--- src/rtl/traffic_interval_timer_if.sv ---
// rtl/traffic_interval_timer_if.sv - request/program/status bundle between the light FSM and the interval timer
interface traffic_interval_timer_if;
    logic       start_timer;
    logic [1:0] interval;
    logic       Prog_Sync;
    logic [1:0] time_param;
    logic [3:0] time_value;
    logic       expired;
    logic       running;
    logic [3:0] remaining;

    modport master (
        output start_timer, interval, Prog_Sync, time_param, time_value,
        input  expired, running, remaining
    );

    modport slave (
        input  start_timer, interval, Prog_Sync, time_param, time_value,
        output expired, running, remaining
    );
endinterface

--- src/rtl/traffic_interval_timer.sv ---
// rtl/traffic_interval_timer.sv - programmable seconds countdown with one-cycle expiry pulse
module traffic_interval_timer #(
    parameter int         CLK_DIV  = 1000,
    parameter logic [3:0] BASE_DEF = 4'd6,
    parameter logic [3:0] EXT_DEF  = 4'd3,
    parameter logic [3:0] YEL_DEF  = 4'd2
) (
    input  logic                         clk,
    input  logic                         Reset_n,
    traffic_interval_timer_if.slave      bus
);
    localparam int          PW        = (CLK_DIV > 2) ? $clog2(CLK_DIV) : 1;
    localparam logic [PW-1:0] PRESC_MAX = PW'(CLK_DIV - 1);

    logic [3:0]    base_t;
    logic [3:0]    ext_t;
    logic [3:0]    yel_t;
    logic [3:0]    wr_val;
    logic [3:0]    sel_t;
    logic [PW-1:0] presc;
    logic [3:0]    remaining_q;
    logic          running_q;
    logic          expired_q;

    // Zero durations are promoted to one second so a count always elapses.
    always_comb begin
        wr_val = (bus.time_value == 4'd0) ? 4'd1 : bus.time_value;
    end

    // Duration chosen by the start request; code 11 falls back to base.
    always_comb begin
        case (bus.interval)
            2'b01:   sel_t = ext_t;
            2'b10:   sel_t = yel_t;
            default: sel_t = base_t;
        endcase
    end

    // Duration registers; a start in the same cycle still sees the old value.
    always_ff @(posedge clk or negedge Reset_n) begin
        if (!Reset_n) begin
            base_t <= BASE_DEF;
            ext_t  <= EXT_DEF;
            yel_t  <= YEL_DEF;
        end else if (bus.Prog_Sync) begin
            case (bus.time_param)
                2'b00:   base_t <= wr_val;
                2'b01:   ext_t  <= wr_val;
                2'b10:   yel_t  <= wr_val;
                default: ;
            endcase
        end
    end

    // Prescaler and seconds countdown; a start always wins over the tick.
    always_ff @(posedge clk or negedge Reset_n) begin
        if (!Reset_n) begin
            presc       <= '0;
            remaining_q <= 4'd0;
            running_q   <= 1'b0;
            expired_q   <= 1'b0;
        end else begin
            expired_q <= 1'b0;
            if (bus.start_timer) begin
                presc       <= '0;
                remaining_q <= sel_t;
                running_q   <= 1'b1;
            end else if (running_q) begin
                if (presc == PRESC_MAX) begin
                    presc       <= '0;
                    remaining_q <= remaining_q - 4'd1;
                    if (remaining_q == 4'd1) begin
                        running_q <= 1'b0;
                        expired_q <= 1'b1;
                    end
                end else begin
                    presc <= presc + 1'b1;
                end
            end else begin
                presc <= '0;
            end
        end
    end

    assign bus.expired   = expired_q;
    assign bus.running   = running_q;
    assign bus.remaining = remaining_q;
endmodule

--- src/flat_wrapper.sv ---
// flat-port wrapper written by rule: the top's interface ports become plain ports
module traffic_interval_timer_flat 
#(
    parameter int         CLK_DIV  = 1000,
    parameter logic [3:0] BASE_DEF = 4'd6,
    parameter logic [3:0] EXT_DEF  = 4'd3,
    parameter logic [3:0] YEL_DEF  = 4'd2
)
  (clk, Reset_n, bus_start_timer, bus_interval, bus_Prog_Sync, bus_time_param, bus_time_value, bus_expired, bus_running, bus_remaining);
  traffic_interval_timer_if bus_i ();
  input  logic clk;
  input  logic Reset_n;
  input wire logic [$bits(bus_i.start_timer)-1:0] bus_start_timer;
  input wire logic [$bits(bus_i.interval)-1:0] bus_interval;
  input wire logic [$bits(bus_i.Prog_Sync)-1:0] bus_Prog_Sync;
  input wire logic [$bits(bus_i.time_param)-1:0] bus_time_param;
  input wire logic [$bits(bus_i.time_value)-1:0] bus_time_value;
  output wire logic [$bits(bus_i.expired)-1:0] bus_expired;
  output wire logic [$bits(bus_i.running)-1:0] bus_running;
  output wire logic [$bits(bus_i.remaining)-1:0] bus_remaining;
  assign bus_i.start_timer = bus_start_timer;
  assign bus_i.interval = bus_interval;
  assign bus_i.Prog_Sync = bus_Prog_Sync;
  assign bus_i.time_param = bus_time_param;
  assign bus_i.time_value = bus_time_value;
  assign bus_expired = bus_i.expired;
  assign bus_running = bus_i.running;
  assign bus_remaining = bus_i.remaining;
  traffic_interval_timer #(.CLK_DIV(CLK_DIV), .BASE_DEF(BASE_DEF), .EXT_DEF(EXT_DEF), .YEL_DEF(YEL_DEF)) u_core (.clk(clk), .Reset_n(Reset_n), .bus(bus_i));
endmodule
--- config.mk ---
export PLATFORM = sky130hd
export DESIGN_NAME = traffic_interval_timer_flat
export DESIGN_NICKNAME = d
export VERILOG_FILES = /design/src/rtl/traffic_interval_timer_if.sv /design/src/rtl/traffic_interval_timer.sv /design/src/flat_wrapper.sv
export SDC_FILE = /design/constraint.sdc
export NUM_CORES = 1
export LEC_CHECK = 0
export CELL_PAD_IN_SITES_DETAIL_PLACEMENT = 2
export CELL_PAD_IN_SITES_GLOBAL_PLACEMENT = 2
export CORE_MARGIN = 5
export CORE_UTILIZATION = 38
export DETAILED_ROUTE_END_ITERATION = 10
export PLACE_DENSITY = 0.8
export SLEW_MARGIN = 20
export SYNTH_ARGS = -nofsm -noshare
export SYNTH_HDL_FRONTEND = slang
export SYNTH_SLANG_ARGS = --single-unit
export TNS_END_PERCENT = 50
--- constraint.sdc ---
create_clock -name clk -period 2.8 [get_ports clk]
set_input_delay 0.56 -clock clk [delete_from_list [all_inputs] [get_ports clk]]
set_output_delay 0.56 -clock clk [all_outputs]
set_load 0.1 [all_outputs]
After elaboration in Yosys (flattened, before gate mapping)

Cells that the tools add are included.

Input port bits: 12
Register bits: 28
Word-level logic and storage cells: 39

$add $sub $neg: 2
Mux-type cells: 16
Reduce and logical (&&, ||, !) cells: 8
Eq/ne operators: 6

Operators with widths:

| kind                                             | number |
|---|---|
| two-way mux 10 bit                               | 3 |
| two-way mux 4 bit                                | 4 |
| adder 10 x 1 -> 10 bit, second input constant    | 1 |
| == test 10 bit, second input constant            | 1 |
| two-way mux 1 bit                                | 8 |
| case mux 4 bit (2 select lines)                  | 1 |
| AND reduction 2 bit                              | 4 |
| == test 2 x 1 -> 1 bit, second input constant    | 2 |
| == test 2 bit, second input constant             | 2 |
| == test 4 x 1 -> 1 bit, second input constant    | 1 |
| logical NOT 4 bit                                | 1 |
| nonzero test 2 bit                               | 2 |
| subtractor 4 x 1 -> 4 bit, second input constant | 1 |
| logical NOT 2 bit                                | 1 |

Longest topological paths before layout

Gate-level depths: netlist of the first run.

Depth in word-level cells: 5
Depth in mapped cells: 6

Worst setup path after synthesis of the first run

OpenSTA, ideal clock, no wires.

Path kind: reg-to-reg
From: register u_core.running_q, in the netlist u_core.bus.running
To: register u_core.remaining_q[3], in the netlist u_core.bus.remaining[3]
Clock period less this slack: 1963 ps
Arrival time: 1835 ps
Library setup time: 129 ps
Buffers on the path: 0
Stages on the path, launching flop included: 5
Setup slack: 837 ps
Cell sequence: dfrtp_1 > or4b_1 > nor4_2 > xnor2_1 > o21ai_1

Longest elaborated chain between the ends: 2

Ends and longest elaborated chain:

| item                                 | line                         | source |
|---|---|---|
| from (decl)                          | traffic_interval_timer.sv:22 | `logic running_q;` |
| from (signal assigned)               | traffic_interval_timer.sv:60 | `running_q <= 1'b0;` |
| from (signal assigned)               | traffic_interval_timer.sv:67 | `running_q <= 1'b1;` |
| from (signal assigned)               | traffic_interval_timer.sv:73 | `running_q <= 1'b0;` |
| nonzero test 2 bit (no source line)  | n/a                          |  |
| AND reduction 2 bit (no source line) | n/a                          |  |
| to (signal assigned)                 | traffic_interval_timer.sv:66 | `remaining_q <= sel_t;` |
| to (signal assigned)                 | traffic_interval_timer.sv:71 | `remaining_q <= remaining_q - 4'd1;` |
| to (decl)                            | traffic_interval_timer.sv:21 | `logic [3:0] remaining_q;` |

No other way between the ends.
A chain may end at the register's enable or synchronous reset.

Worst setup path in the final report of the first run

From: input port bus_Prog_Sync
To: register u_core.base_t[3]

Longest elaborated chain between the ends: 1

Ends and longest elaborated chain:

| item                                 | line                         | source |
|---|---|---|
| from (decl)                          | flat_wrapper.sv:15           | `input wire logic [$bits(bus_i.Prog_Sync)-1:0] bus_Prog_Sync;` |
| AND reduction 2 bit (no source line) | n/a                          |  |
| to (signal assigned)                 | traffic_interval_timer.sv:47 | `2'b00: base_t <= wr_val;` |
| to (decl)                            | traffic_interval_timer.sv:15 | `logic [3:0] base_t;` |

No other way between the ends.

==> results of run 1 <==
-- power by group --
group | switching (uW) | total, uW | internal [uW] | leakage, uW
Combinational | 157 | 242 | 85.3 | 0.000379
Clock | 122 | 224 | 102 | 0.0000228
Sequential | 35.0 | 495 | 460 | 0.000346
Total | 314 | 962 | 648 | 0.000748
-- cells by family (layout without fill, tap and decap cells) --
kind of cell	count (synthesis)	count (layout)	synth area share
AOI/OAI and AO/OA	17	17	0.07890
xor gates and xnor gates	11	11	0.06826
adders and majority gates	5	5	0.04433
buffers and inverters	8	27	0.03014
DFF	28	28	0.5009
muxes	9	9	0.07181
and+or+nand+nor	49	49	0.2057
-- metrics by stage --
step / cells / total power [uW]
finish: 194 / 961.7
global route: 194 / 1021
CTS: 194 / 977.1
detailed placement: 190 / 749.0
global placement: 190 / 734.1
floorplan: 127 / 664.2
-- sequential cells by signal, summed over array words and instances (netlist names) --
name / count
u_core.yel_t: 4
u_core.bus.expired: 1
u_core.bus.remaining: 4
u_core.ext_t: 4
u_core.base_t: 4
u_core.presc: 10
u_core.bus.running: 1
-- synth_stat cells (all sizes together) --
library cell / number / share of area
ha: 5 / 0.044
mux2: 9 / 0.072
clkbuf: 1 / 0.0027
a21o: 2 / 0.011
o21ai: 9 / 0.032
nand2: 12 / 0.032
xnor2: 7 / 0.043
buf: 1 / 0.0080
nand3b: 3 / 0.016
nand3: 2 / 0.0071
nor2: 14 / 0.037
inv: 5 / 0.013
and3: 2 / 0.0089
nor4: 2 / 0.013
dfrtp: 23 / 0.41
nand4b: 1 / 0.017
xor2: 4 / 0.025
a21oi: 1 / 0.0035
nand4: 4 / 0.022
a22oi: 4 / 0.021
or4b: 2 / 0.017
and4: 2 / 0.013
o311ai: 1 / 0.012
nor3b: 1 / 0.0053
and2: 1 / 0.0053
nor3: 2 / 0.0071
dlygate4sd1: 1 / 0.0062
nand2b: 1 / 0.0044
dfstp: 5 / 0.093
-- path summary, 6_finish.rpt --
check	from	endpoint	slack, ns	cells past startpoint
hold / removal	u_core.presc[0]	u_core.presc[0]	0.46	1
hold reg to reg	u_core.presc[0]	u_core.presc[0]	0.46	1
min in group asynchronous	Reset_n	u_core.presc[6]	0.66	2
setup reg to reg	u_core.presc[0]	u_core.bus.remaining[0]	1.08	5
setup / recovery	bus_Prog_Sync	u_core.base_t[3]	0.88	3
max in group asynchronous	Reset_n	u_core.ext_t[0]	1.82	2
-- final cells by class --
cell class | count | area, sq um | area share
clock buffer | 4 | 45.04 | 0.02721
inverter | 5 | 18.77 | 0.01134
tap | 48 | 60.06 | 0.03628
sequential | 28 | 706.9 | 0.4271
multi-input combinational | 91 | 661.9 | 0.3998
timing repair buffer | 18 | 162.7 | 0.09826
-- cells in the final DEF, fill, tap and decap left out, drive strengths merged, types with 3 or more instances in the layout --
master	n
nand3b	3
dfstp	5
xnor2	7
clkdlybuf4s50	11
xor2	4
buf	7
dfrtp	23
ha	5
o21ai	9
mux2	9
a22oi	4
clkbuf	4
nor2	14
nand4	4
inv	5
nand2	12
-- metal layers --
| layer | part of all wire | global-route usage | up-vias |
|---|---|---|---|
| met4 | 0.0039 | 0.03132 | 0 |
| met5 | 0 | 0 | - |
| li1 | - | - | 482 |
| met1 | 0.45 | 0.1920 | 530 |
| met3 | 0.035 | 0.03409 | 2 |
| met2 | 0.51 | 0.2503 | 14 |
==> results.md, run 1 <==
- Pwr/cell area: 581.0 nW/um^2
- Fraction of final layout cells sized beyond drive strength 1: 0.2123
- Synth warn: 0
- Seq cells post-synth: 28
- DR WL/cell: 17.06 um
- Required time of the critical path: just under 3 ns
- Vias per inst: 5.299
- Die extent in x: 70.95 um
- Arrival @ worst endpoint: about 2.1 ns
- Die Ht: between 70 and 80 um
- Drt total wl: 3309 um
- Final setup viols: 0
- Global-route wire length before repair: 5885 um
- Clock Latency Late Sink: 0.27 ns
- Worst-path fanout max: 5
- Synth Instances: roughly 130
- Mapped Area: 1411 sq um
- Crit path buf inv count: 1
- Setup TNS: 0 ns
- HP Class: reg2reg
- Max incr delay on CP: 0.61 ns
- Post-place setup slack: 0.5979 ns
- Slowest library cell on the worst path: nor3b_1
- HPWL after DPL: 2557 um
- Number of CTS-inserted buffers: 3
- Port Buffers: 17
- Max_cap viols: 0
- Design area: 1655 sq um
- Num ports: 18
- Post-CTS sizing: 0
- DR vias: between 1,000 and 1,500
- GP Congestion: 0.7873
- Crit-path cells: clkdlybuf4s50_1 -> nor3b_1 -> mux2_2
- Fin crit period: 1.918 ns
- Final Hold Fails: 0
- Register area share after synthesis: 0.5009
- GRT Util Overall: 0.1474
- Core footprint: 3633 sq um
- Final net count: 164
- Net count after synthesis: 144
- Hold WS: 0.4604 ns
- GRT overflow: 0
- ANT nets after route: 0
- Finished Core Util: 0.4556
- CTS sink cnt: 28
- Residual DRC: 0
- Crit Path Class: in2reg
- RSZ-0062 raised after global routing: no
- Fin crit share: 0.6850
- Cell variety after synth: 34
- Area Overhead vs Synth: 17.29%
- Lkg Pwr: between 0.0007 and 0.0008 uW
- Drt first-iter violations: 44
- Top Family by Delay on Critical Path: simple AND/OR/NAND/NOR gates
- Initial antenna violation count: 0
- Maximum vdd drop: roughly 0.29 mV
- Crit end category: flop
- Die area: 5033 sq um
- Vias in the first global route: 1,201
- Starting Density: 0.3884
- ANT cells: 0
- Pins Over Slew Limit: 0
- Slew @ Worst Pin: 0.7019 ns
- Worst Skew: 0.007935 ns
- Max-slew headroom: 0.5311
- Largest net degree at the start of global routing: 29
- Pre-antenna DRT Iters: 4
- H-tree depth: 1
- CTS clk-pin slew, worst paths: around 0.10 ns
- Syn_area_per_cell: 11.11 sq um
- Critical Path Start Type: input port
- Root Buffer: clkbuf_8
- Fill cells: 400
- Maximum root-to-sink buffer count: 2
- Worst setup margin: 0.8819 ns
- Num rows: 22
- CTS Hold Bufs: 0
- Fmax: 0.5214 GHz
- Status: complete, no violations
- Dpl cell area: between 1500 and 2000 sq um
- Setup Fix Bufs, Post-CTS: 0
- CTS tree: built
Power figures use the tool's default switching activity.
==> run 2, diff against run 1 <==
--- a/config.mk
+++ b/config.mk
@@ -8,9 +8,9 @@
 export CELL_PAD_IN_SITES_DETAIL_PLACEMENT = 2
 export CELL_PAD_IN_SITES_GLOBAL_PLACEMENT = 2
 export CORE_MARGIN = 5
-export CORE_UTILIZATION = 38
+export CORE_UTILIZATION = 35
 export DETAILED_ROUTE_END_ITERATION = 10
-export PLACE_DENSITY = 0.8
+export PLACE_DENSITY = 0.75
 export SLEW_MARGIN = 20
 export SYNTH_ARGS = -nofsm -noshare
 export SYNTH_HDL_FRONTEND = slang
==> constraint.sdc (replaced) <==
create_clock -name clk -period 1.9 [get_ports clk]
set_input_delay 0.38 -clock clk [delete_from_list [all_inputs] [get_ports clk]]
set_output_delay 0.38 -clock clk [all_outputs]
set_load 0.1 [all_outputs]
==> results.md, run 2 (synthesis gave the netlist of run 1 again) <==
- DR vias: 1,038 (was 1,028)
- Top Family by Delay on Critical Path: simple AND/OR/NAND/NOR gates (unchanged)
- Vias in the first global route: 1,124 (was 1,201)
- Clk pwr share: 0.294 (was 0.233)
- Switch share: 0.3000 (was 0.3267)
- Num ports: 18 (unchanged)
- Global-route wire length before repair: 5575 um (was 5885 um)
- Combinational power share: 0.249 (was 0.252)
- HPWL after DPL: 2516 um (was 2557 um)
- Internal: 1128 uW (was 647.5 uW)
- Crit-path cells: ha_1 -> nand4b_4 -> or4b_4 -> xnor2_1 -> o21ai_1 (was clkdlybuf4s50_1 -> nor3b_1 -> mux2_2)
- Fin crit share: 0.9101
- Crit Path Class: reg2reg (was in2reg)
- Fraction of final layout cells sized beyond drive strength 1: 0.2365 (was 0.2123)
- Finished Core Util: 0.4472 (was 0.4556)
- Status: complete, no violations (unchanged)
- GRT overflow: 0 (unchanged)
- Post-place setup slack: 0.01211 ns (was 0.5979 ns)
- Most frequent cells in the layout: dfrtp_1 (22), nor2_1 (14), nand2_1 (12), clkdlybuf4s50_1 (11), mux2_2 (9) (was dfrtp_1 (23), nor2_1 (14), nand2_1 (12), clkdlybuf4s50_1 (11), mux2_2 (9))
- Arrival @ worst endpoint: 1.91 ns (was 2.08 ns)
- GP Congestion: 0.8160 (was 0.7873)
- RSZ-0062 raised after global routing: no (unchanged)
- Max_cap viols: 0 (unchanged)
- Final Hold Fails: 0 (unchanged)
- Final net count: 166 (was 164)
- ANT nets after route: 0 (unchanged)
- Commonest non-fill, non-tap cell in the layout: dfrtp_1 (unchanged)
- HP Class: in2async (was reg2reg)
- Slew @ Worst Pin: 0.3835 ns (was 0.7019 ns)
- Max-slew headroom: 0.7420 (was 0.5311)
- NetSw: 483.7 uW (was 314.2 uW)
- Clock Latency Late Sink: 0.28 ns (was 0.27 ns)
- Pwr/cell area: 914.5 nW/um^2 (was 581.0 nW/um^2)
- Drt first-iter violations: 19 (was 44)
- CTS tree: built (unchanged)
- Core footprint: 3943 sq um (was 3633 sq um)
- Number of CTS-inserted buffers: 3 (unchanged)
- Max incr delay on CP: 0.55 ns (was 0.61 ns)
- Worst-path fanout max: 4 (was 5)
- Fin crit period: between 1.5 and 2 ns
- Largest net degree at the start of global routing: 29 (unchanged)
- Lkg Pwr: 0.0007919 uW (was 0.0007477 uW)
- Top reg by flops: u_core.presc (unchanged)
- Max reg flops: 10 (unchanged)
- Initial antenna violation count: 0 (unchanged)
- Final setup viols: 0 (unchanged)
- GRT Util Overall: 0.1379 (was 0.1474)
- Overall power: 1612 uW (was 961.7 uW)
- Flop pwr share: 0.457 (was 0.515)
- Maximum vdd drop: 0.3386 mV (was 0.2884 mV)
- Maximum root-to-sink buffer count: 2 (unchanged)
- CTS clk-pin slew, worst paths: 0.10 ns (about the same)
- Drt total wl: 3383 um (was 3309 um)
- Fmax: 0.5783 GHz
- Setup Fix Bufs, Post-CTS: 0 (unchanged)
- H-tree depth: 1 (unchanged)
- Setup TNS: 0 ns (unchanged)
- Die area: 5402 sq um (was 5033 sq um)
- Required time of the critical path: 2.08 ns (was 2.96 ns)
- Pre-antenna DRT Iters: 4 (unchanged)
- Post-CTS sizing: 0 (unchanged)
- Vias per inst: 5.242 (was 5.299)
- Crit end category: flop (unchanged)
- CTS Hold Bufs: 0 (unchanged)
- Area Overhead vs Synth: 24.91% (was 17.29%)
- Num rows: 23 (was 22)
- Root Buffer: clkbuf_8 (unchanged)
- ANT cells: 0 (unchanged)
- Port Buffers: 17 (unchanged)
- Slowest library cell on the worst path: or4b_4 (was nor3b_1)
- Die extent in x: 73.50 um (was 70.95 um)
- Critical Path Start Type: flop (was input port)
- Pins Over Slew Limit: 0 (unchanged)
- Residual DRC: 0 (unchanged)
- Hold WS: 0.4790 ns (was 0.4604 ns)
- Worst setup margin: 0.1708 ns (was 0.8819 ns)
- CTS sink cnt: 28 (unchanged)
- Starting Density: 0.3580 (was 0.3884)
- DR WL/cell: 17.09 um (was 17.06 um)
- Die Ht: 73.50 um (was 70.95 um)
- Crit path buf inv count: 0 (was 1)
- Worst Skew: 0.009962 ns (was 0.007935 ns)
==> run 2: cell count changes in the layout (fill, tap and decap cells not counted) <==
cell	previous run	this run
dfrtp_2	0	1
buf_12	0	5
bufinv_16	0	1
buf_4	7	4
dfrtp_1	23	22
clkbuf_1	1	0
==> run 2: final cells by class <==
cell class	count	area, sq um
flip-flops and latches	28	708.2
multi-input cells	91	661.9
inverters	5	18.77
fillers	393	2180
well taps	50	62.56
repair buffers	20	240.2
clock inverters	1	30.03
clock buffers	3	41.29
==> run 2: path summary, 6_finish.rpt <==
path                            startpoint                 endpoint  slack, ns  cells past startpoint
setup reg to reg           u_core.presc[0]  u_core.bus.remaining[0]       0.17                      5
min in group clk           u_core.presc[0]          u_core.presc[0]       0.49                      1
setup / recovery           u_core.presc[0]  u_core.bus.remaining[0]       0.17                      5
hold / removal                     Reset_n          u_core.presc[7]       0.48                      2
max in group asynchronous          Reset_n          u_core.ext_t[0]       1.11                      2
hold reg to reg            u_core.presc[0]          u_core.presc[0]       0.49                      1
==> run 2: metal layers <==
layer / GRT usage / wire, um / share of wire / up-vias
li1: - / - / - / 484
met1: 0.1758 / 1477 / 0.44 / 526
met2: 0.2303 / 1723 / 0.51 / 23
met3: 0.02462 / 124 / 0.037 / 5
met4: 0.05433 / 57 / 0.017 / 0
met5: 0 / 0 / 0 / -
==> run 2: power by group through the flow <==
stage	registers, uW	clock network (uW)	logic, uW
finish	736	474	402
global route	747	512	434
CTS	738	490	410
detailed placement	748	0	405
global placement	748	0	389
floorplan	838	0	141
==> run 2: through the flow <==
step	cells	cell area [sq um]
after floorplan	127	1413
after global placement	194	1692
after detailed placement	194	1692
after CTS	198	1763
after global routing	198	1763
final	198	1763
